**config.mk**
```make
export PLATFORM = sky130hd
export DESIGN_NAME = if_fetch_stage_flat
export DESIGN_NICKNAME = d
export VERILOG_FILES = /design/src/rtl/if_fetch_stage_if.sv /design/src/rtl/if_fetch_stage.sv /design/src/flat_wrapper.sv
export SDC_FILE = /design/constraint.sdc
export NUM_CORES = 1
export LEC_CHECK = 0
export ABC_CLOCK_PERIOD_IN_PS = 1890
export BUFFER_PORTS_ARGS = -buffer_cell sky130_fd_sc_hd__buf_2
export CORE_ASPECT_RATIO = 0.8
export CORE_MARGIN = 4
export CORE_UTILIZATION = 40
export DETAILED_ROUTE_END_ITERATION = 6
export MAX_ROUTING_LAYER = met4
export PLACE_DENSITY = 0.88
export REMOVE_ABC_BUFFERS = 1
export SYNTH_ARGS = -nofsm -noshare
export SYNTH_HDL_FRONTEND = slang
export SYNTH_SLANG_ARGS = --single-unit
```
**constraint.sdc**
```tcl
create_clock -name clk -period 1.89 [get_ports clk]
set_clock_uncertainty 0.1 [all_clocks]
set_input_delay 0.189 -clock clk [delete_from_list [all_inputs] [get_ports clk]]
set_output_delay 0.189 -clock clk [all_outputs]
set_load 0.02 [all_outputs]
```
**src/rtl/if_fetch_stage_if.sv**
```systemverilog
// Instruction SRAM port: the fetch stage is master; the memory answers one cycle later.
interface if_fetch_stage_if;
  logic        en;
  logic [3:0]  wen;
  logic [31:0] addr;
  logic [31:0] wdata;
  logic [31:0] rdata;

  modport master (output en, wen, addr, wdata, input rdata);
  modport slave  (input en, wen, addr, wdata, output rdata);
endinterface

```
**src/rtl/if_fetch_stage.sv**
```systemverilog
// Instruction-fetch stage: owns the PC, picks the next fetch address, drives the inst SRAM
// and presents {Inst, PC, PC+4, fault} to IF/ID, with a nop bubble whenever fetch is not valid.
module if_fetch_stage #(
  parameter logic [31:0] RESET_PC = 32'hBFC0_0000
) (
  input  logic                     clk,
  input  logic                     rst_n,
  input  logic                     stall,
  input  logic                     branch_taken,
  input  logic [31:0]              branch_target,
  input  logic                     exc_flush,
  input  logic [31:0]              exc_pc,
  if_fetch_stage_if.master         sram,
  output logic [31:0]              Inst_out,
  output logic [31:0]              PC_out,
  output logic [31:0]              PC4_out,
  output logic                     IF_addr_fault_out
);

  localparam logic [0:0] BOOT = 1'b0;
  localparam logic [0:0] RUN  = 1'b1;

  logic [31:0] pc_reg, next_pc, redir_pc, redir_pc_d, pc_plus4;
  logic [0:0]  state;
  logic        redir_pend, redir_pend_d;
  logic        fault;

  assign pc_plus4 = pc_reg + 32'd4;

  always_comb begin
    next_pc      = pc_plus4;
    redir_pend_d = redir_pend;
    redir_pc_d   = redir_pc;
    if (exc_flush) begin
      next_pc      = exc_pc;
      redir_pend_d = 1'b0;
    end else if (state == BOOT) begin
      next_pc = RESET_PC;
    end else if (stall) begin
      // Park a redirect that ID resolves while frozen; a re-evaluation overwrites it.
      next_pc = pc_reg;
      if (branch_taken) begin
        redir_pend_d = 1'b1;
        redir_pc_d   = branch_target;
      end
    end else if (redir_pend) begin
      next_pc      = redir_pc;
      redir_pend_d = 1'b0;
    end else if (branch_taken) begin
      next_pc = branch_target;
    end
  end

  always_ff @(posedge clk or negedge rst_n) begin
    if (!rst_n) begin
      pc_reg     <= RESET_PC;
      state      <= BOOT;
      redir_pend <= 1'b0;
      redir_pc   <= 32'h0;
    end else begin
      pc_reg     <= next_pc;
      state      <= RUN;
      redir_pend <= redir_pend_d;
      redir_pc   <= redir_pc_d;
    end
  end

  // Misaligned addresses never reach the SRAM; the fault travels down the pipe instead.
  assign sram.en    = rst_n & (next_pc[1:0] == 2'b00);
  assign sram.wen   = 4'b0000;
  assign sram.addr  = next_pc;
  assign sram.wdata = 32'h0;

  assign fault             = (state == RUN) & (pc_reg[1:0] != 2'b00);
  assign PC_out            = pc_reg;
  assign PC4_out           = pc_plus4;
  assign IF_addr_fault_out = fault;
  assign Inst_out          = ((state == BOOT) || exc_flush || fault) ? 32'h0 : sram.rdata;

endmodule

```
**src/flat_wrapper.sv**
```systemverilog
// flat-port wrapper written by rule: the top's interface ports become plain ports
module if_fetch_stage_flat 
#(
  parameter logic [31:0] RESET_PC = 32'hBFC0_0000
)
  (clk, rst_n, stall, branch_taken, branch_target, exc_flush, exc_pc, Inst_out, PC_out, PC4_out, IF_addr_fault_out, sram_en, sram_wen, sram_addr, sram_wdata, sram_rdata);
  if_fetch_stage_if sram_i ();
  input  logic clk;
  input  logic rst_n;
  input  logic stall;
  input  logic branch_taken;
  input  logic [31:0] branch_target;
  input  logic exc_flush;
  input  logic [31:0] exc_pc;
  output logic [31:0] Inst_out;
  output logic [31:0] PC_out;
  output logic [31:0] PC4_out;
  output logic IF_addr_fault_out;
  output wire logic [$bits(sram_i.en)-1:0] sram_en;
  output wire logic [$bits(sram_i.wen)-1:0] sram_wen;
  output wire logic [$bits(sram_i.addr)-1:0] sram_addr;
  output wire logic [$bits(sram_i.wdata)-1:0] sram_wdata;
  input wire logic [$bits(sram_i.rdata)-1:0] sram_rdata;
  assign sram_en = sram_i.en;
  assign sram_wen = sram_i.wen;
  assign sram_addr = sram_i.addr;
  assign sram_wdata = sram_i.wdata;
  assign sram_i.rdata = sram_rdata;
  if_fetch_stage #(.RESET_PC(RESET_PC)) u_core (.clk(clk), .rst_n(rst_n), .stall(stall), .branch_taken(branch_taken), .branch_target(branch_target), .exc_flush(exc_flush), .exc_pc(exc_pc), .sram(sram_i), .Inst_out(Inst_out), .PC_out(PC_out), .PC4_out(PC4_out), .IF_addr_fault_out(IF_addr_fault_out));
endmodule
```
# [Word-level counts from Yosys, hierarchy flattened]
# Cells that the tools add are included.
[totals] regBits=66 output_inout_bits=166 in_bits=101 wordCells=27
[op_classes] n_reduce_logical=7 eq_ne=1 muxes=10 bitwise=4 add_sub_neg=1
[op_table] cell="32-bit 2-to-1 mux" n=6
[op_table] cell="32-bit by 3-bit adder with 32-bit output (second input constant)" n=1
[op_table] cell="1-bit 2-to-1 mux" n=4
[op_table] cell="4-bit AND reduction" n=1
[op_table] cell="2-bit nonzero test" n=2
[op_table] cell="3-bit by 1-bit inequality test with 1-bit output (second input constant)" n=1
[op_table] cell="1-bit AND" n=2
[op_table] cell="2-bit zero test" n=1
[op_table] cell="1-bit logical OR" n=2
[op_table] cell="1-bit NOT" n=2
[op_table] cell="2-bit AND reduction" n=1

# [Depth between registers and ports, before layout]
# Gate-level depths: netlist (run 1).
[depth] ltp_word=8 ltp_mapped=8 depth_no_buf=6

# [Worst setup path after synthesis (run 1)]
# No wires, ideal clock.
[synth_path] path_type="reg2out" from="register u_core.pc_reg[2], in the netlist u_core.PC_out[2]" to="output sram_addr[30]" n_path_buf=0 t_arrival_ns=2.225 t_required_ns=1.601 setup_slack_ns=-0.624 path_stages_with_launch=7 path_cell_list="dfrtp_1 > ha_1 > nand4_1 > nor4_4 > nor3b_2 > xor2_1 > a221o_1"
[synth_between] elab_chain_cells=6
[synth_rtl] item="from (decl)" line="if_fetch_stage.sv:23" rtl="logic [31:0] pc_reg, next_pc, redir_pc, redir_pc_d, pc_plus4;"
[synth_rtl] item="from (signal assigned)" line="if_fetch_stage.sv:61" rtl="pc_reg <= next_pc;"
[synth_rtl] item="32-bit by 3-bit adder with 32-bit output" line="if_fetch_stage.sv:28" rtl="assign pc_plus4 = pc_reg + 32'd4;"
[synth_rtl] item="via PC4_out[30]" line="flat_wrapper.sv:17" rtl="output logic [31:0] PC4_out;"
[synth_rtl] item="32-bit 2-to-1 mux" line="if_fetch_stage.sv:49" rtl="end else if (branch_taken) begin"
[synth_rtl] item="32-bit 2-to-1 mux" line="if_fetch_stage.sv:46" rtl="end else if (redir_pend) begin"
[synth_rtl] item="32-bit 2-to-1 mux" line="if_fetch_stage.sv:39" rtl="end else if (stall) begin"
[synth_rtl] item="32-bit 2-to-1 mux" line="if_fetch_stage.sv:37" rtl="end else if (state == BOOT) begin"
[synth_rtl] item="32-bit 2-to-1 mux" line="if_fetch_stage.sv:34" rtl="if (exc_flush) begin"
[synth_rtl] item="to (decl)" line="flat_wrapper.sv:21" rtl="output wire logic [$bits(sram_i.addr)-1:0] sram_addr;"
# The timed path passes the listed nets, and every way through them passes these cells.

# [Worst setup path after layout (run 1)]
[layout_path] from="register u_core.pc_reg[4], in the netlist u_core.PC_out[4]" to="output sram_addr[30]"
[layout_between] elab_chain_cells=6
[layout_rtl] item="32-bit by 3-bit adder with 32-bit output" line="if_fetch_stage.sv:28"
[layout_rtl] item="32-bit 2-to-1 mux" line="if_fetch_stage.sv:49"
[layout_rtl] item="32-bit 2-to-1 mux" line="if_fetch_stage.sv:46"
[layout_rtl] item="32-bit 2-to-1 mux" line="if_fetch_stage.sv:39"
[layout_rtl] item="32-bit 2-to-1 mux" line="if_fetch_stage.sv:37"
[layout_rtl] item="32-bit 2-to-1 mux" line="if_fetch_stage.sv:34"
# No other way between the ends.

==> flow_summary.ini, run 1 <==
[power_and_ir_drop]
p_leak_nw = 4.62
power_frac_seq = 0.301
total_power_mw = 6.09
cellPowerDensity_nw_per_um2 = 646
vdd.ir_drop.worst_v = 0.000440
share_comb_of_total_power = 0.414
power_report.internal_total_mw = 3.83
swShare = 0.371
p_sw_mw = 2.26
clock_power_share = 0.285

[timing]
post-route-min-period_ns = 2.73
final-hold-violation-count = 1
final_min_period_over_clock_period = 1.44
timing.slew.headroom = 0.661
report.final.slew_viol_count = 0
setup-violations-final = 118
timing.final.ws_setup_ns = -0.835
rsz0062_at_grt = yes
maxClockFrequency_mhz = 367
finalHoldWorstSlack_ns = -0.000837
worst_slew_pin_slew_ns = 0.506

[synthesis]
synth.yosys.seq_area_share = 0.362
synth_compound_area_frac = 0.208
yosys_warnings = 0
synth_flop_cell = dfrtp_1
post_synth_fa_ha_maj_area_fraction = 0.00272
synthesis.area_sq_um = 4600
netlist_instances = 509
async_reset_ff_frac = 1.00
post_synthesis_mux_area_share = 0.0849
ys_types = 64
area_fraction_in_and_or_nand_and_nor_cells_after_synthesis = 0.194
synth.ff_latch_count = 66
synth-edff-count = 0
main_combinational_cell_family_by_area_after_synthesis = compound AO/OA/AOI/OAI gates
post_synth_xor_area_fraction = 0.0496
avgSynthCellArea_sq_um = 9.03

[critical_path]
crit_path_start_kind = flip-flop
setup.worst_path.start = u_core.PC_out[4]
critPathCaptureType = primary output
reg2reg_to = u_core.PC_out[18]
worst-r2r-setup-slack_ns = -0.37
worstSetupPathType = reg -> out
regToRegStartpoint = u_core.PC_out[4]
timing.reg2reg.worst_path_depth = 10
worst_ep_arrival_time_ns = 2.44
worstPathRequired_ns = 1.60
critical_path_peak_fanout = 6

[global_routing]
top_usage_layer = met2
global_route.overflow_total = 0
antenna_found_initial = 2
grt_util_met1 = 0.424
grt_first_pass_wirelength_um = 36700
first_global_vias = 6468
grt_use_met3 = 0.101
global_route.usage.met2 = 0.587
grt_start_max_net_pins = 67
gr-usage-all-layers = 0.369

[clock_tree]
htree_levels = 3
cts_root_buf = clkbuf_16
clock_sink_count = 66
tritoncts.num_buffers = 9
clk_transition_reported_paths_ns = 0.07
clkLatencyLatePin_ns = 0.35
ctsLongestPathBuffers = 2
tritoncts = yes

[die]
boundaryPins = 267
initial_cell_density_of_the_core = 0.415
die_y_um = 104
die_x_um = 128
dieArea_sq_um = 13300
std_cell_rows = 34
placeableCoreArea_sq_um = 11100

[drt]
vias_per_cell = 6.34
post_detailed_route_count_of_antenna_violating_nets = 0
post-route-drc-count = 0
tritonroute_pass_1_iters = 6
routedWlPerCell_um = 27.6
drt-total-wl_um = 30000
route.vias.total = 6893
drt_iter0_markers = 943

[finish]
final_common_cell = buf_4
multi_input_area_sq_um = 3510
fin_nets = 1039
filler_cell_count = 503
final_layout_size_suffix_gt1_frac = 0.680
mostFrequentLayoutCells = buf_4, buf_2, buf_6
seq_area_sq_um = 1670
fin_cells = 1088
syn2layout_area_growth_pct = 105

[hold_path]
timing.hold.worst.class = in -> reg
min_delay_path_depth = 2
whs_endpoint = u_core.redir_pc[18]
worst_hold_start = branch_target[18]

[placed_design]
place.port_buffers = 230
final_weighted_congestion_in_routability_driven_placement = 1.00
dpl.cell_count = 986
post-dp-hpwl_um = 15600

[run_status]
outcome = finished, violations left
failing_checks = negative hold slack, negative setup slack

[flow_run]
maxCapViolations = 0
==> layout make-up <==
class	instances	area share
inverter	10	0.00558
sequential	66	0.177
tap	144	0.0191
antenna	2	0.000531
timing repair buffer	451	0.394
multi-input combinational	399	0.372
clock inverter	7	0.00744
clock buffer	9	0.0239
==> Yosys cell counts (3+ instances only) <==
cell type,instances,area share
o22ai_1,10,0.014
nor3_1,7,0.0076
a22o_1,4,0.0076
o21ai_0,37,0.040
o31ai_1,8,0.013
clkbuf_1,21,0.017
dfrtp_1,57,0.31
and2_1,34,0.046
and4_1,4,0.0076
dfstp_2,9,0.051
buf_2,7,0.0076
buf_1,3,0.0025
mux2i_1,3,0.0065
nand2_1,43,0.035
nand2b_1,5,0.0068
a221oi_1,7,0.013
o221ai_1,3,0.0057
o2bb2ai_1,6,0.011
o211ai_1,3,0.0049
a31oi_1,3,0.0041
nor2b_1,3,0.0041
inv_1,7,0.0057
nor4_1,7,0.0095
a22oi_1,10,0.016
mux2_2,30,0.074
nor2_1,24,0.020
o21a_1,8,0.013
a32oi_1,5,0.0095
a21oi_1,12,0.013
a221o_1,4,0.0087
nor3b_2,3,0.0082
nand4_1,10,0.014
xnor2_1,14,0.027
xor2_1,12,0.023
nand3_1,10,0.011
buf_4,38,0.062
==> layer usage <==
layer / routed length, um / part of all wire / up-vias
met2: 13700 / 0.46 / 749
met5: 0 / 0 / -
met4: 2710 / 0.090 / 0
met1: 9510 / 0.32 / 3241
met3: 4050 / 0.14 / 259
li1: - / - / 2644
==> sequential cells by signal, summed over array words and instances (netlist names) <==
name and cells:
u_core.state 1, u_core.PC_out 32, u_core.redir_pend 1, u_core.redir_pc 32
==> critical path, cell delays in order (launching register included) <==
cell,delay (ns)
dfrtp_1,0.41
buf_6,0.17
nand4_1,0.25
nor4_4,0.25
buf_6,0.18
nor3b_2,0.20
xor2_1,0.11
a221o_1,0.33
buf_4,0.17
==> through the flow <==
| stage | hold WS (ns) | setup WS [ns] | setup TNS (ns) | area [sq um] | util |
|---|---|---|---|---|---|
| final | -0.000837 | -0.835 | -49.72 | 9420 | 0.852 |
| after global routing | -0.000167 | -0.850 | -53.50 | 9420 | 0.852 |
| after CTS | 0.000492 | -0.637 | -29.39 | 8440 | 0.763 |
| after detailed placement | 0.244 | -0.385 | -10.43 | 6760 | 0.611 |
| after global placement | 0.249 | -0.406 | -7.68 | 6760 | 0.611 |
| after floorplan | -0.207 | -0.990 | -75.16 | 4320 | - |
==> how the worst max path moves through the flow <==
stage	to	slack, ns	cells past startpoint
detailed placement	sram_addr[31]	-0.39	7
floorplan	sram_en	-0.99	5
finish	sram_addr[30]	-0.84	8
global route	sram_addr[30]	-0.85	8
CTS	sram_addr[30]	-0.64	7
global placement	sram_addr[31]	-0.41	7
==> power groups by stage <==
stage	Sequential (mW)	Clock (mW)	Combinational (mW)
2_1_floorplan	1.90	0	0.740
5_1_grt	1.84	1.79	2.61
3_5_place_dp	1.79	0	1.71
3_3_place_gp	1.78	0	1.69
6_report	1.83	1.73	2.52
4_1_cts	1.78	1.69	2.08
==> cells by family (layout without fill, tap and decap cells) <==
| kind of cell | Yosys count | count (layout) |
|---|---|---|
| and+or+nand+nor | 162 | 162 |
| AOI/OAI and AO/OA | 138 | 138 |
| buffers and inverters | 79 | 477 |
| DFF | 66 | 66 |
| muxes | 35 | 35 |
| xor gates and xnor gates | 26 | 26 |
| other | 2 | 39 |
| adders and majority gates | 1 | 1 |
==> timing repair <==
action / in CTS / in global routing
setup endpoints to repair: 133 / 149
gates resized for setup: 245 / 208
pin swaps: 51 / 99
endpoints found under the hold margin: 73 / 0
setup buffers: 44 / 54
hold buffers: 17 / 0
cloned: 3 / 1
No activity file was read; power rests on OpenSTA's default activity.
==> run 2, diff against run 1 <==
Settings changed: BUFFER_PORTS_ARGS -buffer_cell sky130_fd_sc_hd__buf_2 to -buffer_cell sky130_fd_sc_hd__clkbuf_2.
==> run 2 against run 1 <==
The flow still finishes with violations (negative hold slack, negative setup slack); highest routed layer unchanged; first-iteration DRC count fell by 15%; wire length shrank 1.4%; register-to-register slack got worse by 0.40 ns; via count decreased by 0.59%.
==> flow_summary.ini, run 2 (synthesis results as in run 1) <==
[run_status]
outcome = finished, violations left
failing_checks = negative hold slack, negative setup slack

[timing]
final-hold-violation-count = 1
timing.final.ws_setup_ns = -0.885
post-route-min-period_ns = 2.77
finalHoldWorstSlack_ns = -0.00121
final_min_period_over_clock_period = 1.47
timing.slew.headroom = 0.595
worst_slew_pin_slew_ns = 0.607
maxClockFrequency_mhz = 360
report.final.slew_viol_count = 0
rsz0062_at_grt = yes
setup-violations-final = 120

[hold_path]
timing.hold.worst.class = in -> reg

[finish]
syn2layout_area_growth_pct = 104
mostFrequentLayoutCells = buf_4, clkbuf_2, buf_6
fin_nets = 1044
final_layout_size_suffix_gt1_frac = 0.678
final_common_cell = buf_4
finish.instance_area_sq_um = 9400
antenna-diode-count = 0

[global_routing]
gr-usage-all-layers = 0.378
antenna_found_initial = 0
grt_first_pass_wirelength_um = 38200
global_route.overflow_total = 0
grt_start_max_net_pins = 67
first_global_vias = 6772

[power_and_ir_drop]
total_power_mw = 5.98
p_leak_nw = 4.70
vdd.ir_drop.worst_v = 0.000565
cellPowerDensity_nw_per_um2 = 637

[flow_run]
maxCapViolations = 0

[clock_tree]
tritoncts.num_buffers = 9
tritoncts = yes
clk_transition_reported_paths_ns = 0.07
clkLatencyLatePin_ns = 0.35
ctsLongestPathBuffers = 2
clock_sink_count = 66
cts_root_buf = clkbuf_16
htree_levels = 3

[drt]
route.vias.total = 6852
post-route-drc-count = 0
drt_iter0_markers = 802
tritonroute_pass_1_iters = 5
vias_per_cell = 6.28
post_detailed_route_count_of_antenna_violating_nets = 0
routedWlPerCell_um = 27.1
drt-total-wl_um = 29600

[critical_path]
worstPathRequired_ns = 1.60
critPathCaptureType = primary output
critical_path_peak_fanout = 7
worstSetupPathType = reg -> out
crit_path_start_kind = flip-flop
worst_ep_arrival_time_ns = 2.49

[placed_design]
placedInstanceArea_sq_um = 6800
final_weighted_congestion_in_routability_driven_placement = 0.990
place.port_buffers = 230
post-place-ws_ns = -0.538
post-dp-hpwl_um = 15700

[die]
die_x_um = 128
placeableCoreArea_sq_um = 11100
boundaryPins = 267
initial_cell_density_of_the_core = 0.415
die_y_um = 104
dieArea_sq_um = 13300
std_cell_rows = 34
## run 2: cell count changes in the layout (fill, tap and decap cells not counted), sizes merged
cell and change:
dlygate4sd3 -11, buf -134, bufinv -1, clkbuf +154, clkinvlp -4, diode -2, clkinv +1
## run 2: worst max-delay path, stage by stage (launching register included)
cell	delay, ns
dfrtp_1	0.42
buf_6	0.17
nand4_1	0.19
nor4_4	0.34
buf_6	0.18
nor3b_4	0.23
xor2_1	0.12
a221o_1	0.32
buf_4	0.17
## run 2: cell type report
type / count / area (sq um)
well taps: 144 / 180
multi-input cells: 399 / 3440
fillers: 525 / 1670
flip-flops and latches: 66 / 1670
repair buffers: 456 / 3790
inverters: 10 / 45.0
clock inverters: 3 / 15.0
clock buffers: 13 / 260
## run 2: repair_timing
| item | 4_1_cts | 5_1_grt |
|---|---|---|
| cloned | 1 | 3 |
| endpoints found under the setup margin | 112 | 150 |
| hold endpoints to repair | 62 | 0 |
| buffers inserted | 53 | 34 |
| hold buffers | 6 | 0 |
| resized for setup | 232 | 258 |
| pin swaps | 69 | 57 |
## run 2: per-layer routing
metal	vias up	GRT usage	wire, um
met2	715	0.612	13800
met1	3236	0.426	9890
met4	0	0.214	2500
li1	2642	-	-
met3	259	0.0929	3410
met5	-	-	0
## run 2: where the power goes
group	internal (mW)	switching [mW]
Combinational	1.18	1.34
Clock	0.955	0.680
Sequential	1.64	0.189
## run 2: worst paths after layout
kind	start	endpoint	slack, ns	cells after the start
setup / recovery	u_core.PC_out[4]	sram_addr[30]	-0.88	8
hold / removal	branch_target[25]	u_core.redir_pc[25]	-0.001	2
setup reg to reg	u_core.PC_out[2]	u_core.PC_out[9]	-0.77	16
hold reg to reg	u_core.redir_pc[12]	u_core.redir_pc[12]	0.41	1
max in group asynchronous	rst_n	u_core.PC_out[31]	0.92	3
min in group asynchronous	rst_n	u_core.redir_pc[13]	0.41	3
## run 2: per-stage QoR
step	setup TNS [ns]	util	hold WS, ns	cells
after floorplan	-75.16	-	-0.207	475
after global placement	-8.12	0.615	0.241	999
after detailed placement	-10.43	0.615	0.246	999
after CTS	-28.89	0.770	0.000358	1073
after global routing	-59.51	0.849	0.00618	1091
final	-53.66	0.849	-0.00121	1091
